**config.mk**
```make
export PLATFORM = sky130hd
export DESIGN_NAME = uart_prog_loader_flat
export DESIGN_NICKNAME = d
export VERILOG_FILES = /design/src/rtl/uart_prog_loader_if.sv /design/src/rtl/uart_prog_loader.sv /design/src/flat_wrapper.sv
export SDC_FILE = /design/constraint.sdc
export NUM_CORES = 1
export LEC_CHECK = 0
export BUFFER_PORTS_ARGS = -buffer_cell sky130_fd_sc_hd__clkbuf_2
export CELL_PAD_IN_SITES_DETAIL_PLACEMENT = 1
export CELL_PAD_IN_SITES_GLOBAL_PLACEMENT = 1
export CORE_MARGIN = 1.5
export CORE_UTILIZATION = 35
export DETAILED_ROUTE_END_ITERATION = 6
export GPL_ROUTABILITY_DRIVEN = 0
export PLACE_DENSITY_LB_ADDON = 0.1
export SLEW_MARGIN = 20
export SYNTH_ARGS = -nofsm -noshare
export SYNTH_HDL_FRONTEND = slang
export SYNTH_SLANG_ARGS = --single-unit
```
**constraint.sdc**
```tcl
create_clock -name clk -period 2.65 [get_ports clk]
set_input_delay 0.53 -clock clk [delete_from_list [all_inputs] [get_ports clk]]
set_output_delay 0.53 -clock clk [all_outputs]
set_load 0.02 [all_outputs]
```
**src/rtl/uart_prog_loader_if.sv**
```systemverilog
// Shared SoC bus seen by the program loader: one write initiator, one responder.
interface uart_prog_loader_if #(
    parameter int ADDR_WIDTH = 32,
    parameter int DATA_WIDTH = 32
);
    logic [ADDR_WIDTH-1:0] addr;
    logic [DATA_WIDTH-1:0] wrt_data;
    logic                  we;
    logic                  req_valid;
    logic                  data_valid;

    modport master (output addr, wrt_data, we, req_valid, input data_valid);
    modport slave  (input addr, wrt_data, we, req_valid, output data_valid);
endinterface

```
**src/rtl/uart_prog_loader.sv**
```systemverilog
// Loads a little-endian word image from the UART byte stream into memory,
// one bus write per assembled word, while programming is high.
module uart_prog_loader #(
    parameter int                    DATA_WIDTH = 32,
    parameter int                    ADDR_WIDTH = 32,
    parameter logic [ADDR_WIDTH-1:0] BASE_ADDR  = '0,
    parameter int                    TIMEOUT    = 255
) (
    input  logic               clk,
    input  logic               reset,
    input  logic               programming,
    input  logic [7:0]         rx_byte,
    input  logic               rx_valid,
    uart_prog_loader_if.master bus,
    output logic               busy,
    output logic               done,
    output logic               error,
    output logic [15:0]        words_written
);
    localparam logic [2:0] IDLE = 3'd0;
    localparam logic [2:0] HDR  = 3'd1;
    localparam logic [2:0] DATA = 3'd2;
    localparam logic [2:0] WAIT = 3'd3;
    localparam logic [2:0] DONE = 3'd4;
    localparam logic [2:0] ERR  = 3'd5;
    localparam logic [31:0] TLIM = (TIMEOUT > 0) ? 32'(TIMEOUT - 1) : 32'd0;

    logic [2:0]            state;
    logic [2:0]            bcnt;      // 4 means a complete word is buffered
    logic [31:0]           word_buf;
    logic [31:0]           rem;       // words still to be acknowledged
    logic [31:0]           tcnt;
    logic [ADDR_WIDTH-1:0] addr_q;
    logic [DATA_WIDTH-1:0] wdata_q;
    logic                  req_q;
    logic [15:0]           wcnt;

    logic [31:0] full_word;
    logic [4:0]  lane;
    logic        more;
    logic        collect;

    assign full_word = {rx_byte, word_buf[23:0]};
    assign lane      = {bcnt[1:0], 3'b000};
    assign more      = rem > 32'd1;
    // Bytes beyond the last image word are dropped rather than buffered.
    assign collect   = rx_valid && programming && more;

    always_ff @(posedge clk or negedge reset) begin
        if (!reset) begin
            state    <= IDLE;
            bcnt     <= '0;
            word_buf <= '0;
            rem      <= '0;
            tcnt     <= '0;
            addr_q   <= BASE_ADDR;
            wdata_q  <= '0;
            req_q    <= 1'b0;
            wcnt     <= '0;
        end else begin
            case (state)
                IDLE: if (programming) begin
                    state  <= HDR;
                    bcnt   <= '0;
                    addr_q <= BASE_ADDR;
                    wcnt   <= '0;
                end
                HDR: if (!programming) begin
                    state <= IDLE;
                end else if (rx_valid) begin
                    if (bcnt == 3'd3) begin
                        rem   <= full_word;
                        bcnt  <= '0;
                        state <= (full_word == 32'd0) ? DONE : DATA;
                    end else begin
                        word_buf[lane +: 8] <= rx_byte;
                        bcnt                <= bcnt + 3'd1;
                    end
                end
                DATA: if (!programming) begin
                    state <= IDLE;
                end else if (bcnt == 3'd4) begin
                    // Buffered word goes out one cycle after the previous ack.
                    wdata_q <= word_buf;
                    req_q   <= 1'b1;
                    tcnt    <= '0;
                    state   <= WAIT;
                    if (rx_valid) begin
                        word_buf[7:0] <= rx_byte;
                        bcnt          <= 3'd1;
                    end else begin
                        bcnt <= '0;
                    end
                end else if (rx_valid) begin
                    if (bcnt == 3'd3) begin
                        wdata_q <= full_word;
                        req_q   <= 1'b1;
                        tcnt    <= '0;
                        bcnt    <= '0;
                        state   <= WAIT;
                    end else begin
                        word_buf[lane +: 8] <= rx_byte;
                        bcnt                <= bcnt + 3'd1;
                    end
                end
                WAIT: if (bus.data_valid) begin
                    req_q  <= 1'b0;
                    wcnt   <= wcnt + 16'd1;
                    rem    <= rem - 32'd1;
                    addr_q <= addr_q + ADDR_WIDTH'(4);
                    if (!programming) state <= IDLE;
                    else if (!more)   state <= DONE;
                    else              state <= DATA;
                    if (collect) begin
                        if (bcnt == 3'd3) begin
                            word_buf <= full_word;
                            bcnt     <= 3'd4;
                        end else begin
                            word_buf[lane +: 8] <= rx_byte;
                            bcnt                <= bcnt + 3'd1;
                        end
                    end
                end else if (tcnt >= TLIM) begin
                    req_q <= 1'b0;
                    state <= ERR;
                end else begin
                    tcnt <= tcnt + 32'd1;
                    if (collect) begin
                        // A second full word with the first unacked has nowhere to go.
                        if (bcnt == 3'd3) begin
                            state <= ERR;
                        end else begin
                            word_buf[lane +: 8] <= rx_byte;
                            bcnt                <= bcnt + 3'd1;
                        end
                    end
                end
                DONE: if (!programming) state <= IDLE;
                ERR: if (req_q) begin
                    if (bus.data_valid) begin
                        req_q  <= 1'b0;
                        wcnt   <= wcnt + 16'd1;
                        addr_q <= addr_q + ADDR_WIDTH'(4);
                    end else if (tcnt >= TLIM) begin
                        req_q <= 1'b0;
                    end else begin
                        tcnt <= tcnt + 32'd1;
                    end
                end else if (!programming) begin
                    state <= IDLE;
                end
                default: state <= IDLE;
            endcase
        end
    end

    assign bus.addr       = addr_q;
    assign bus.wrt_data   = wdata_q;
    assign bus.we         = req_q;
    assign bus.req_valid  = req_q;
    assign busy           = (state == HDR) || (state == DATA) || (state == WAIT);
    assign done           = (state == DONE);
    assign error          = (state == ERR);
    assign words_written  = wcnt;
endmodule
```
**src/flat_wrapper.sv**
```systemverilog
// flat-port wrapper written by rule: the top's interface ports become plain ports
module uart_prog_loader_flat 
#(
    parameter int                    DATA_WIDTH = 32,
    parameter int                    ADDR_WIDTH = 32,
    parameter logic [ADDR_WIDTH-1:0] BASE_ADDR  = '0,
    parameter int                    TIMEOUT    = 255
)
  (clk, reset, programming, rx_byte, rx_valid, busy, done, error, words_written, bus_addr, bus_wrt_data, bus_we, bus_req_valid, bus_data_valid);
  uart_prog_loader_if #(.ADDR_WIDTH(ADDR_WIDTH), .DATA_WIDTH(DATA_WIDTH)) bus_i ();
  input  logic clk;
  input  logic reset;
  input  logic programming;
  input  logic [7:0] rx_byte;
  input  logic rx_valid;
  output logic busy;
  output logic done;
  output logic error;
  output logic [15:0] words_written;
  output wire logic [$bits(bus_i.addr)-1:0] bus_addr;
  output wire logic [$bits(bus_i.wrt_data)-1:0] bus_wrt_data;
  output wire logic [$bits(bus_i.we)-1:0] bus_we;
  output wire logic [$bits(bus_i.req_valid)-1:0] bus_req_valid;
  input wire logic [$bits(bus_i.data_valid)-1:0] bus_data_valid;
  assign bus_addr = bus_i.addr;
  assign bus_wrt_data = bus_i.wrt_data;
  assign bus_we = bus_i.we;
  assign bus_req_valid = bus_i.req_valid;
  assign bus_i.data_valid = bus_data_valid;
  uart_prog_loader #(.DATA_WIDTH(DATA_WIDTH), .ADDR_WIDTH(ADDR_WIDTH), .BASE_ADDR(BASE_ADDR), .TIMEOUT(TIMEOUT)) u_core (.clk(clk), .reset(reset), .programming(programming), .rx_byte(rx_byte), .rx_valid(rx_valid), .bus(bus_i), .busy(busy), .done(done), .error(error), .words_written(words_written));
endmodule
```
; ---- Yosys cells after proc, flatten, opt, wreduce, memory -nomap -nowiden
; Cells that the tools add are included.
[totals]
register_bits = 183
inputBits = 13
word_cells = 152
[classes]
n_addsub = 6
order_cmp = 2
eq_ne = 30
shift = 2
muxes = 78
reduce_logical = 23
[ops]
columns = cell, n
row1 = 32-bit two-way mux, 24
row2 = 32-bit case mux with 3 select lines, 3
row3 = 3-bit two-way mux, 29
row4 = 32-bit case mux with 2 select lines, 1
row5 = 16-bit two-way mux, 3
row6 = 16-bit case mux with 3 select lines, 1
row7 = 32-bit by 1-bit adder with 32-bit output (second input constant), 1
row8 = 32-bit by 3-bit adder with 32-bit output (second input constant), 1
row9 = 32-bit bitwise mux, 1
row10 = 32-bit by 8-bit >= comparator with 1-bit output (second input constant), 1
row11 = 32-bit by 1-bit greater-than comparator with 1-bit output (second input constant), 1
row12 = 32-bit zero test, 1
row13 = 8-bit by 7-bit variable shift with 32-bit output (first input constant), 1
row14 = 8-bit by 7-bit variable part select with 32-bit output, 1
row15 = 32-bit by 1-bit subtractor with 32-bit output (second input constant), 1
row16 = 24-bit two-way mux, 1
row17 = 7-bit AND reduction, 3
row18 = 3-bit case mux with 6 select lines, 1
row19 = 16-bit by 1-bit adder with 16-bit output (second input constant), 1
row20 = 8-bit two-way mux, 2
row21 = 3-bit != test (second input constant), 5
row22 = 5-bit AND reduction, 3
row23 = 2-bit != test (second input constant), 7
row24 = 4-bit by 2-bit != test with 1-bit output (second input constant), 3
row25 = other kinds (22), 45

; ---- Logic depth before layout (Yosys ltp)
; Gate-level depths: netlist of the first run.
[logic_depth]
word_depth = 8
depth_mapped = 10

; ---- Worst setup path before layout of the first run
; No wires, ideal clock.
[synth_path]
path_kind = register -> register
from = reg u_core.rem[14]
to = reg u_core.word_buf[24]
setup_time_ps = 125
arrival_ps = 2652
t_required_ps = 2525
path_slack_ps = -126
stages_incl_launch_ff = 7
n_path_buf = 0
synth_period_minus_slack_ps = 2776
cell_sequence = dfrtp_1 or4_4 or4_4 or3_4 a41oi_4 nor3_4 mux2_2
[synth_via]
elab_chain_len = 4
[synth_lines]
columns = item, line
row1 = from (decl), uart_prog_loader.sv:31  ; logic [31:0] rem;
row2 = from (signal assigned), uart_prog_loader.sv:72  ; rem <= full_word;
row3 = from (signal assigned), uart_prog_loader.sv:109  ; rem <= rem - 32'd1;
row4 = 32-bit by 1-bit greater-than comparator with 1-bit output, uart_prog_loader.sv:45  ; assign more = rem > 32'd1;
row5 = 1-bit logical AND, uart_prog_loader.sv:47  ; assign collect = rx_valid && programming && more;
row6 = 2-bit by 1-bit != test with 1-bit output (no source line), --
row7 = 6-bit AND reduction (no source line), --
row8 = "to (signal, indexed assignment)", uart_prog_loader.sv:76  ; word_buf[lane +: 8] <= rx_byte;
row9 = "to (signal, indexed assignment)", uart_prog_loader.sv:102  ; word_buf[lane +: 8] <= rx_byte;
row10 = to (signal assigned), uart_prog_loader.sv:116  ; word_buf <= full_word;
row11 = to (decl), uart_prog_loader.sv:30  ; logic [31:0] word_buf;
; Every way passes these cells.
; A chain may end at the register's enable or synchronous reset.

; ---- Final worst setup path of the first run
[layout_path]
from = reg u_core.rem[21]
to = reg u_core.word_buf[16]
[layout_via]
elab_chain_len = 4
[layout_lines]
columns = item, line
row1 = 32-bit by 1-bit greater-than comparator with 1-bit output, uart_prog_loader.sv:45
row2 = 1-bit logical AND, uart_prog_loader.sv:47
row3 = 2-bit by 1-bit != test with 1-bit output (no source line), --
row4 = 7-bit AND reduction (no source line), --
; Every way passes these cells.

==> results of run 1 <==
stage by stage:
stage | total power (µW) | worst slack (ps) | TNS [ps]
2_1_floorplan | 5960 | -7.39 | -59.1
3_3_place_gp | 7410 | -84.8 | -1520
3_5_place_dp | 7480 | -139 | -3140
4_1_cts | 10400 | -65.9 | -1310
5_1_grt | 11000 | -156 | -3320
6_report | 10400 | -109 | -2320
worst paths after layout:
| path | end | slack, ps |
|---|---|---|
| min | u_core.tcnt[10] | 110 |
| min reg2reg | u_core.tcnt[27] | 500 |
| max in group asynchronous | u_core.word_buf[31] | 1900 |
| min in group clk | u_core.tcnt[27] | 500 |
| max | u_core.word_buf[16] | -110 |
| max reg2reg | u_core.word_buf[16] | -110 |
worst reg2reg max path: stages, from the launching register on:
cell and delay, ps:
dfrtp_1 380, or4_4 540, or4_4 560, or3_4 420, a41oi_4 250, buf_12 160, nor4_4 40, buf_12 180
mux2i_1 160
cell families after synthesis:
group	after synthesis	synth area share, %
AND/OR/NAND/NOR	392	21.1
AO/OA/AOI/OAI	247	16.3
flip-flops	181	47.8
buffers and inverters	95	3.89
multiplexers	58	6.56
XOR/XNOR	27	2.49
adder cells (fa/ha/maj)	14	1.85
other	1	0.0396
repair_timing:
item                       CTS  global route
pin swaps                    5             7
setup buffers                3             5
setup endpoints to repair   37            57
gates resized for setup      7            15
Yosys cell counts (5+ instances only):
master / count
a22oi_1: 10
o21a_1: 9
o31ai_1: 8
a221oi_1: 8
and2_1: 26
nand2b_1: 9
nor3b_1: 5
nor4_1: 26
a22o_1: 10
nand4_1: 19
a31oi_1: 16
xor2_1: 10
o21ai_0: 87
mux2_2: 33
and3_1: 8
nor3_1: 30
dfrtp_1: 181
or3_1: 20
nand3_1: 28
o22ai_1: 8
mux2i_1: 25
inv_1: 35
a21oi_1: 58
nand2_1: 101
ha_1: 14
clkbuf_1: 53
xnor2_1: 17
or4_1: 5
nor2b_1: 7
nor2_1: 89
registers in the layout, summed over array words and instances, names as in the netlist:
signal and cells:
u_core.bus.wrt_data 32, u_core.bus.addr 30, u_core.bcnt 3, u_core.state 3, u_core.bus.req_valid 1, u_core.tcnt 32, u_core.words_written 16, u_core.word_buf 32
u_core.rem 32
layer usage:
metal | GRT usage (%) | vias up | wire [µm]
met5 | 0 | - | 0
met4 | 4.23 | 0 | 157
met3 | 3.03 | 13 | 732
met2 | 34.3 | 104 | 13600
met1 | 31.8 | 4222 | 14800
li1 | - | 3941 | -
final cells by class:
cell class / count / area, µm²
Multi-Input combinational cell: 740 / 4670
Tap cell: 341 / 427
Sequential cell: 181 / 4530
Clock buffer: 17 / 425
Inverter: 35 / 131
Timing Repair Buffer: 190 / 1330
Clock inverter: 15 / 231
Fill cell: 3055 / 15100
power groups by stage:
stage               sequential, µW  combinational (µW)  clock [µW]
floorplan                     4080                1880           0
global placement              4130                3280           0
detailed placement            4140                3340           0
CTS                           4080                3400        2890
global route                  4180                3840        2980
finish                        4100                3440        2810
==> summary.md, run 1 <==
| Metric | Value |
|---|---|
| Leak | 0.00525 µW |
| CTS Hold Buffers Added | 0 |
| FFs w/ async S/R, synth | 100% |
| Synth top area share | 47.8% |
| TritonRoute pass-1 iters | 5 |
| Top delay family on crit path | simple AND/OR/NAND/NOR gates |
| Num rows | 60 |
| CTS tree | yes |
| H-tree depth | 4 |
| Hold/Removal Path Class | input port to asynchronous set/reset pin |
| Slowest stage delay, CP | 560 ps |
| Layout Utilization | 43.8% |
| Path depth of the worst reg2reg path | 8 |
| Max FO, Critical Path | 8 |
| Crit-path cells | or4_4 > or4_4 > or3_4 > a41oi_4 > buf_12 > nor4_4 > buf_12 > mux2i_1 |
| Clock sink total | 181 |
| Final Cycle Share | 104% |
| Crit Path Class | register to register |
| Actual slew at the worst max-slew pin | 908 ps |
| Total track usage | 21.7% |
| Drt drc | 0 |
| Area grow syn2layout | 23.9% |
| Final Max Tran Viols | 0 |
| Worst path buffer plus inverter count | 2 |
| Antenna Nets Post-Route | 0 |
| Warnings from Yosys | 0 |
| Synth Cell Area | 0.00948 mm² |
| Net load switching power | 4030 µW |
| Die height | 168 µm |
| Status | finished, violations left |
| Vias after detailed routing | 8,280 |
| Most common cell after layout, fill and taps aside | dfrtp_1 |
| Final Skew | 19.7 ps |
| Port-buffer cells | 95 |
| Netlist cell types | 62 |
| Clk_lat worst skew | 440 ps |
| EDFF count, synth | 0 |
| WL per Instance | 19.3 µm |
| Max-slew headroom | 39.3% |
| Post-Route WL | 29,400 µm |
| Initial core utilization | 35.4% |
| Hold Slack | 106 ps |
| Slowest-stage cell, CP | or4_4 |
| Die area | 0.0281 mm² |
| Root buffer cell | clkbuf_16 |
| Power Internal | 6330 µW |
| Die Wd | 168 µm |
| Seq/Total Area, Yosys | 47.8% |
| Num CTS Buffers | 17 |
| Violated checks | setup timing |
| Via density | 5.45 |
| Iter 0 DRT Violations | 455 |
| N_diodes | 0 |
| Core area | 0.0268 mm² |
| Synth Register Bits | 181 |
| Worst EP required | 3010 ps |
| Final setup fails | 27 |
| Sw frac | 38.9% |
| Clock share of power | 27.1% |
| Pin count of the biggest net entering global routing | 62 |
| HPWL after DPL | 20,900 µm |
| Synth area leaders | dfrtp_1, o21ai_0, nand2_1, mux2_2, nor2_1 |
| Inst Count DP | 1,479 |
| GRT Residual Overflow | 0 |
| Syn Area/Cell | 9.34 µm² |
| Min Clock Period, post-route | 2760 ps |
| Critical Path AT | 3120 ps |
| Max cap viols | 0 |
| CTS clk-pin slew, worst paths | 80 ps |
| Most frequent cells in the layout | dfrtp_1, nand2_1, clkbuf_2 |
| Worst setup path start | u_core.rem[21] |
| Worst path depth | 8 |
| Reg-to-Reg Start | u_core.rem[21] |
| Initial antenna violation count | 0 |
| Maximum root-to-sink buffer count | 2 |
| Maximum vdd drop | 0.444 mV |
| Crit end category | register |
| Post-Layout Cell Count | 1,519 |
| Cell taking the most area after synthesis | dfrtp_1 |
| Placed cell area | 0.0109 mm² |
| Peak Freq | 362 MHz |
| Pwr dens | 882 mW/mm² |
| Startpoint Class | register |
| Mapped Cells | 1,015 |
| Final net count | 1,192 |
| IO Pins | 98 |
| Register share of total power | 39.6% |
| Main synth FF type | dfrtp_1 |
| Share of layout cells above drive strength 1 | 24.4% |
| Final setup margin | -109 ps |
| Final Hold Vio Count | 0 |
| Post-route cell area | 0.0117 mm² |
| Number of global-route vias before repair | 8,679 |
| Combinational Power Share | 33.2% |
| RSZ-0062 raised after global routing | true |
| First-pass GRT wire length | 48,300 µm |
(Power assumes the default switching activity.)
==> inputs of run 2 (changes only) <==
- CORE_MARGIN: 1.5 -> 2
- SKIP_CTS_REPAIR_TIMING: not set -> 1
- TNS_END_PERCENT: not set -> 30
==> summary.md, run 2 (same netlist as run 1, synthesis figures left out) <==
| Metric | Value |
|---|---|
| Combinational Power Share | 33.3% (about the same) |
| Fillers | 3,105 (+1.6%) |
| Post-Layout Cell Count | 1,510 (-0.59%) |
| First-pass GRT wire length | 47,000 µm (-2.7%) |
| Worst EP required | 2980 ps (-30 ps) |
| Pin count of the biggest net entering global routing | 57 (-8.1%) |
| Final Hold Vio Count | 0 (unchanged) |
| IO Pins | 98 (unchanged) |
| Path depth of the worst reg2reg path | 7 (-1) |
| Max-slew headroom | 48.2% (+8.9 points) |
| Max cap viols | 0 (unchanged) |
| Final Cycle Share | 105% (+0.74 points) |
| Crit end category | register |
| Core area | 0.0268 mm² (unchanged) |
| Clock sink total | 181 (unchanged) |
| Register-to-register setup slack | -130 ps (-20 ps) |
| Pwr dens | 875 mW/mm² (-0.76%) |
| Number of global-route vias before repair | 8,458 (-2.5%) |
| Hold/Removal Path Class | input port to asynchronous set/reset pin |
| Share of layout cells above drive strength 1 | 22.9% (-1.4 points) |
| Via density | 5.48 (+0.46%) |
| CTS clk-pin slew, worst paths | 80 ps (about the same) |
| WL per Instance | 19.0 µm (-1.9%) |
| RSZ-0062 raised after global routing | true |
| Max FO, Critical Path | 8 (unchanged) |
| Reg-to-Reg Start | u_core.rem[22] |
| Dpl ws | -119 ps (+20.9 ps) |
| Clk_lat worst skew | 450 ps (about the same) |
| Register share of total power | 40.2% (+0.6 points) |
| H-tree depth | 4 (unchanged) |
| Slowest-stage cell, CP | or4_4 |
| Power Internal | 6170 µW (-2.5%) |
| Top cell by count, worst path | or4_4 |
| Initial core utilization | 35.4% (unchanged) |
| Placed cell area | 0.0109 mm² (-0.47%) |
| Iter 0 DRT Violations | 390 (-14%) |
| Min Clock Period, post-route | 2780 ps (+19.6 ps) |
| Final Skew | 22.4 ps (+2.64 ps) |
| TritonRoute pass-1 iters | 4 (-1) |
| Slowest stage delay, CP | 570 ps (about the same) |
| Antenna Nets Post-Route | 0 (unchanged) |
| Crit-path cells | or4_4 > or4_4 > or3_4 > a41oi_4 > buf_4 > nor3_4 > mux2_2 |
| Initial antenna violation count | 0 (unchanged) |
| CTS tree | yes |
| Total track usage | 20.8% (-0.86 points) |
| Root buffer cell | clkbuf_16 |
| Crit Path Class | register to register |
| Clock share of power | 26.5% (-0.6 points) |
| Num CTS Buffers | 17 (unchanged) |
| Startpoint Class | register |
| Maximum root-to-sink buffer count | 2 (unchanged) |
| Net load switching power | 3980 µW (-1.3%) |
| Drt drc | 0 (unchanged) |
| Top delay family on crit path | simple AND/OR/NAND/NOR gates |
| Die height | 169 µm (+0.60%) |
| Vias after detailed routing | 8,269 (-0.13%) |
| Status | finished, violations left |
| Post-Route WL | 28,600 µm (-2.5%) |
| Critical Path AT | 3110 ps (about the same) |
| Post-route cell area | 0.0116 mm² (-1.3%) |
| Die Wd | 169 µm (+0.60%) |
| N_diodes | 0 (unchanged) |
| Final setup fails | 24 (-11%) |
| Reg-to-Reg End | u_core.word_buf[31] |
| Inst Count DP | 1,474 (-0.34%) |
| Most frequent cells in the layout | dfrtp_1, nand2_1, clkbuf_2 |
| Actual slew at the worst max-slew pin | 769 ps (-139 ps) |
| Worst path buffer plus inverter count | 1 (-1) |
| Maximum vdd drop | 0.426 mV (-4.1%) |
| Sw frac | 39.2% (+0.30 points) |
| Port-buffer cells | 95 (unchanged) |
| Area grow syn2layout | 22.3% |
| Final Power | 10,100 µW (-2.1%) |
| GRT Residual Overflow | 0 (unchanged) |
| HPWL after DPL | 20,600 µm (-1.9%) |
| Most common cell after layout, fill and taps aside | dfrtp_1 |
| Die area | 0.0284 mm² (+1.2%) |
| Final setup margin | -129 ps (-19.6 ps) |
| Final Max Tran Viols | 0 (unchanged) |
| Num rows | 60 (unchanged) |
| Leak | 0.00519 µW (-1.3%) |
| Final net count | 1,183 (-0.76%) |
| Peak Freq | 360 MHz (-0.71%) |
| Violated checks | setup timing |
-- run 2: cell types whose count changed in the layout (fill, tap and decap cells not counted), sizes merged --
cell | previous run | this run
clkinvlp | 0 | 1
buf | 95 | 86
inv | 41 | 40
clkinv | 7 | 8
bufinv | 2 | 1
-- run 2: final cells by class --
type | count | area, µm² | share of cell area, %
inverters | 35 | 131 | 1.13
clock inverters | 15 | 204 | 1.76
repair buffers | 181 | 1230 | 10.6
clock buffers | 17 | 425 | 3.67
flip-flops and latches | 181 | 4530 | 39.1
multi-input cells | 740 | 4640 | 40.0
well taps | 341 | 427 | 3.68
-- run 2: worst max-delay path by stage --
| stage | from | end | slack [ps] | cells after the start |
|---|---|---|---|---|
| final | u_core.rem[22] | u_core.word_buf[31] | -130 | 7 |
| after global routing | u_core.rem[14] | u_core.word_buf[29] | -190 | 7 |
| after CTS | u_core.tcnt[12] | u_core.word_buf[10] | -160 | 8 |
| after detailed placement | u_core.tcnt[12] | u_core.word_buf[11] | -120 | 8 |
| after global placement | u_core.tcnt[12] | u_core.word_buf[12] | -90 | 8 |
| after floorplan | u_core.rem[22] | u_core.word_buf[24] | -7 | 6 |
-- run 2: routing by layer --
layer	vias to the layer above	track usage, %	wire (µm)
met5	-	0	0
met4	0	4.76	332
met3	24	3.44	1020
met2	104	32.9	13200
met1	4213	30.1	14100
li1	3928	-	-
-- run 2: worst reg2reg max path, stage by stage (launching register included) --
cell,delay (ps)
dfrtp_1,380
or4_4,550
or4_4,570
or3_4,420
a41oi_4,210
buf_4,170
nor3_4,70
mux2_2,320
-- run 2: per-stage QoR --
stage	utilization [%]	hold slack, ps	TNS (ps)
2_1_floorplan	-	234	-59.1
3_3_place_gp	40.6	470	-2040
3_5_place_dp	40.6	475	-2170
4_1_cts	43.0	10.4	-3340
5_1_grt	43.2	23.8	-3660
6_report	43.2	1.80	-2080
-- run 2: power by group through the flow --
stage	Clock, µW	Combinational (µW)	Sequential [µW]
finish	2690	3370	4080
global route	2880	3760	4160
CTS	2760	3380	4070
detailed placement	0	3370	4120
global placement	0	3290	4110
floorplan	0	1880	4080
==> inputs of run 3 (changes only) <==
- clock period: 2.65 -> 2.38 ns (I/O delays scaled with it)
==> summary.md, run 3 (same netlist as run 1, synthesis figures left out) <==
| Metric | Value |
|---|---|
| HPWL after DPL | 21,000 µm (+2.0%) |
| Hold Path Depth | 4 |
| Placed cell area | 0.0112 mm² (+2.7%) |
| Area grow syn2layout | 25.4% |
| Die area | 0.0284 mm² (unchanged) |
| Actual slew at the worst max-slew pin | 766 ps (-3.15 ps) |
| Leak | 0.00536 µW (+3.4%) |
| Maximum vdd drop | 0.407 mV (-4.4%) |
| Drt drc | 0 (unchanged) |
| Final Max Tran Viols | 0 (unchanged) |
| Most frequent cells in the layout | dfrtp_1, buf_4, nand2_1 |
| Post-Route WL | 29,300 µm (+2.3%) |
| Startpoint Class | register |
| Number of global-route vias before repair | 8,517 (+0.70%) |
| Die Wd | 169 µm (unchanged) |
| Worst path buffer plus inverter count | 0 (-1) |
| Crit Path Class | register to register |
| Hold/Removal Path Class | input port to register |
| Peak Freq | 355 MHz (-1.4%) |
| Vias after detailed routing | 8,392 (+1.5%) |
| Max-slew headroom | 48.6% (+0.37 points) |
| Final Hold Vio Count | 0 (unchanged) |
| Critical Path AT | 3140 ps (+30 ps) |
| Inst Count DP | 1,513 (+2.6%) |
| Num rows | 60 (unchanged) |
| Port-buffer cells | 95 (unchanged) |
| Slowest-stage cell, CP | or4_4 |
| Maximum root-to-sink buffer count | 2 (unchanged) |
| GRT Residual Overflow | 0 (unchanged) |
| Post-route cell area | 0.0119 mm² (+2.6%) |
| Crit end category | register |
| Violated checks | setup timing |
| First-pass GRT wire length | 47,300 µm (+0.57%) |
| Clk_lat worst skew | 440 ps (about the same) |
| Die height | 169 µm (unchanged) |
| Total track usage | 21.0% (+0.20 points) |
| Via density | 5.42 (-1.1%) |
| Min Clock Period, post-route | 2820 ps (+40.7 ps) |
| CTS tree | yes |
| RSZ-0062 raised after global routing | true |
| Crit-path cells | or4_4 > or4_4 > or3_4 > a41oi_4 > nor3_4 > mux2_2 |
| Top delay family on crit path | simple AND/OR/NAND/NOR gates |
| Status | finished, violations left |
| Antenna Nets Post-Route | 0 (unchanged) |
| CTS clk-pin slew, worst paths | 80 ps (about the same) |
| Hold Slack | 479 ps (+477 ps) |
| Final Cycle Share | 118% (+14 points) |
| Share of layout cells above drive strength 1 | 26.0% (+3.1 points) |
| Max cap viols | 0 (unchanged) |
| Most common cell after layout, fill and taps aside | dfrtp_1 |
| Initial antenna violation count | 1 (+1) |
| Iter 0 DRT Violations | 317 (-19%) |
| Initial core utilization | 35.4% (unchanged) |
| Worst EP required | 2700 ps (-280 ps) |
| IO Pins | 98 (unchanged) |
| Top cell by count, worst path | or4_4 |
| Clock sink total | 181 (unchanged) |
| Post-Layout Cell Count | 1,549 (+2.6%) |
| Root buffer cell | clkbuf_16 |
| Pin count of the biggest net entering global routing | 70 (+23%) |
| Final Skew | 16.5 ps (-5.87 ps) |
| Num CTS Buffers | 17 (unchanged) |
| Final setup margin | -439 ps (-311 ps) |
| Core area | 0.0268 mm² (unchanged) |
| Final setup fails | 47 (+96%) |
| Path depth of the worst reg2reg path | 6 (-1) |
| H-tree depth | 4 (unchanged) |
| Max FO, Critical Path | 8 (unchanged) |
| Slowest stage delay, CP | 560 ps (about the same) |
| Worst path depth | 6 (-1) |
| Pwr dens | 970 mW/mm² (+11%) |
| TritonRoute pass-1 iters | 5 (+1) |
| Final net count | 1,221 (+3.2%) |
| WL per Instance | 18.9 µm (-0.32%) |
-- run 3: through the flow --
stage	util, %	setup TNS [ps]	setup slack (ps)	power [µW]
floorplan	-	-7310	-277	6630
global placement	41.7	-13350	-407	8450
detailed placement	41.7	-14860	-451	8540
CTS	44.0	-16150	-462	11600
global route	44.4	-18780	-501	12300
finish	44.4	-14290	-439	11500
-- run 3: final timing paths --
kind / from / end / slack, ps
max in group asynchronous: reset / u_core.bus.wrt_data[18] / 1190
worst min-delay path: rx_byte[1] / u_core.word_buf[17] / 480
min in group asynchronous: reset / u_core.words_written[12] / 490
worst max register to register: u_core.rem[15] / u_core.word_buf[28] / -440
worst max-delay path: u_core.rem[15] / u_core.word_buf[28] / -440
worst min register to register: u_core.tcnt[30] / u_core.tcnt[30] / 490
-- run 3: per-layer routing --
layer,vias to the layer above,global-route usage [%],wire (µm)
li1,4000,-,-
met1,4269,30.6,14600
met5,-,0,0
met4,0,4.69,235
met2,105,32.9,13400
met3,18,3.69,983
-- run 3: area by class of cell --
| cell class | count | area (µm²) |
|---|---|---|
| fill | 3050 | 14900 |
| clock buffer | 17 | 425 |
| tap | 341 | 427 |
| clock inverter | 15 | 186 |
| sequential | 181 | 4530 |
| antenna | 1 | 2.50 |
| timing repair buffer | 219 | 1510 |
| inverter | 35 | 131 |
| multi-input combinational | 740 | 4680 |
-- run 3: worst min-delay path: stages --
cell	delay (ps)
clkbuf_2	90
buf_4	180
nand2_1	60
mux2i_1	60
-- run 3: where the power goes --
| group | switching, µW | total, µW | internal (µW) |
|---|---|---|---|
| Sequential | 759 | 4520 | 3760 |
| Clock | 1390 | 2990 | 1600 |
| Combinational | 2290 | 4020 | 1740 |
| Total | 4430 | 11500 | 7100 |
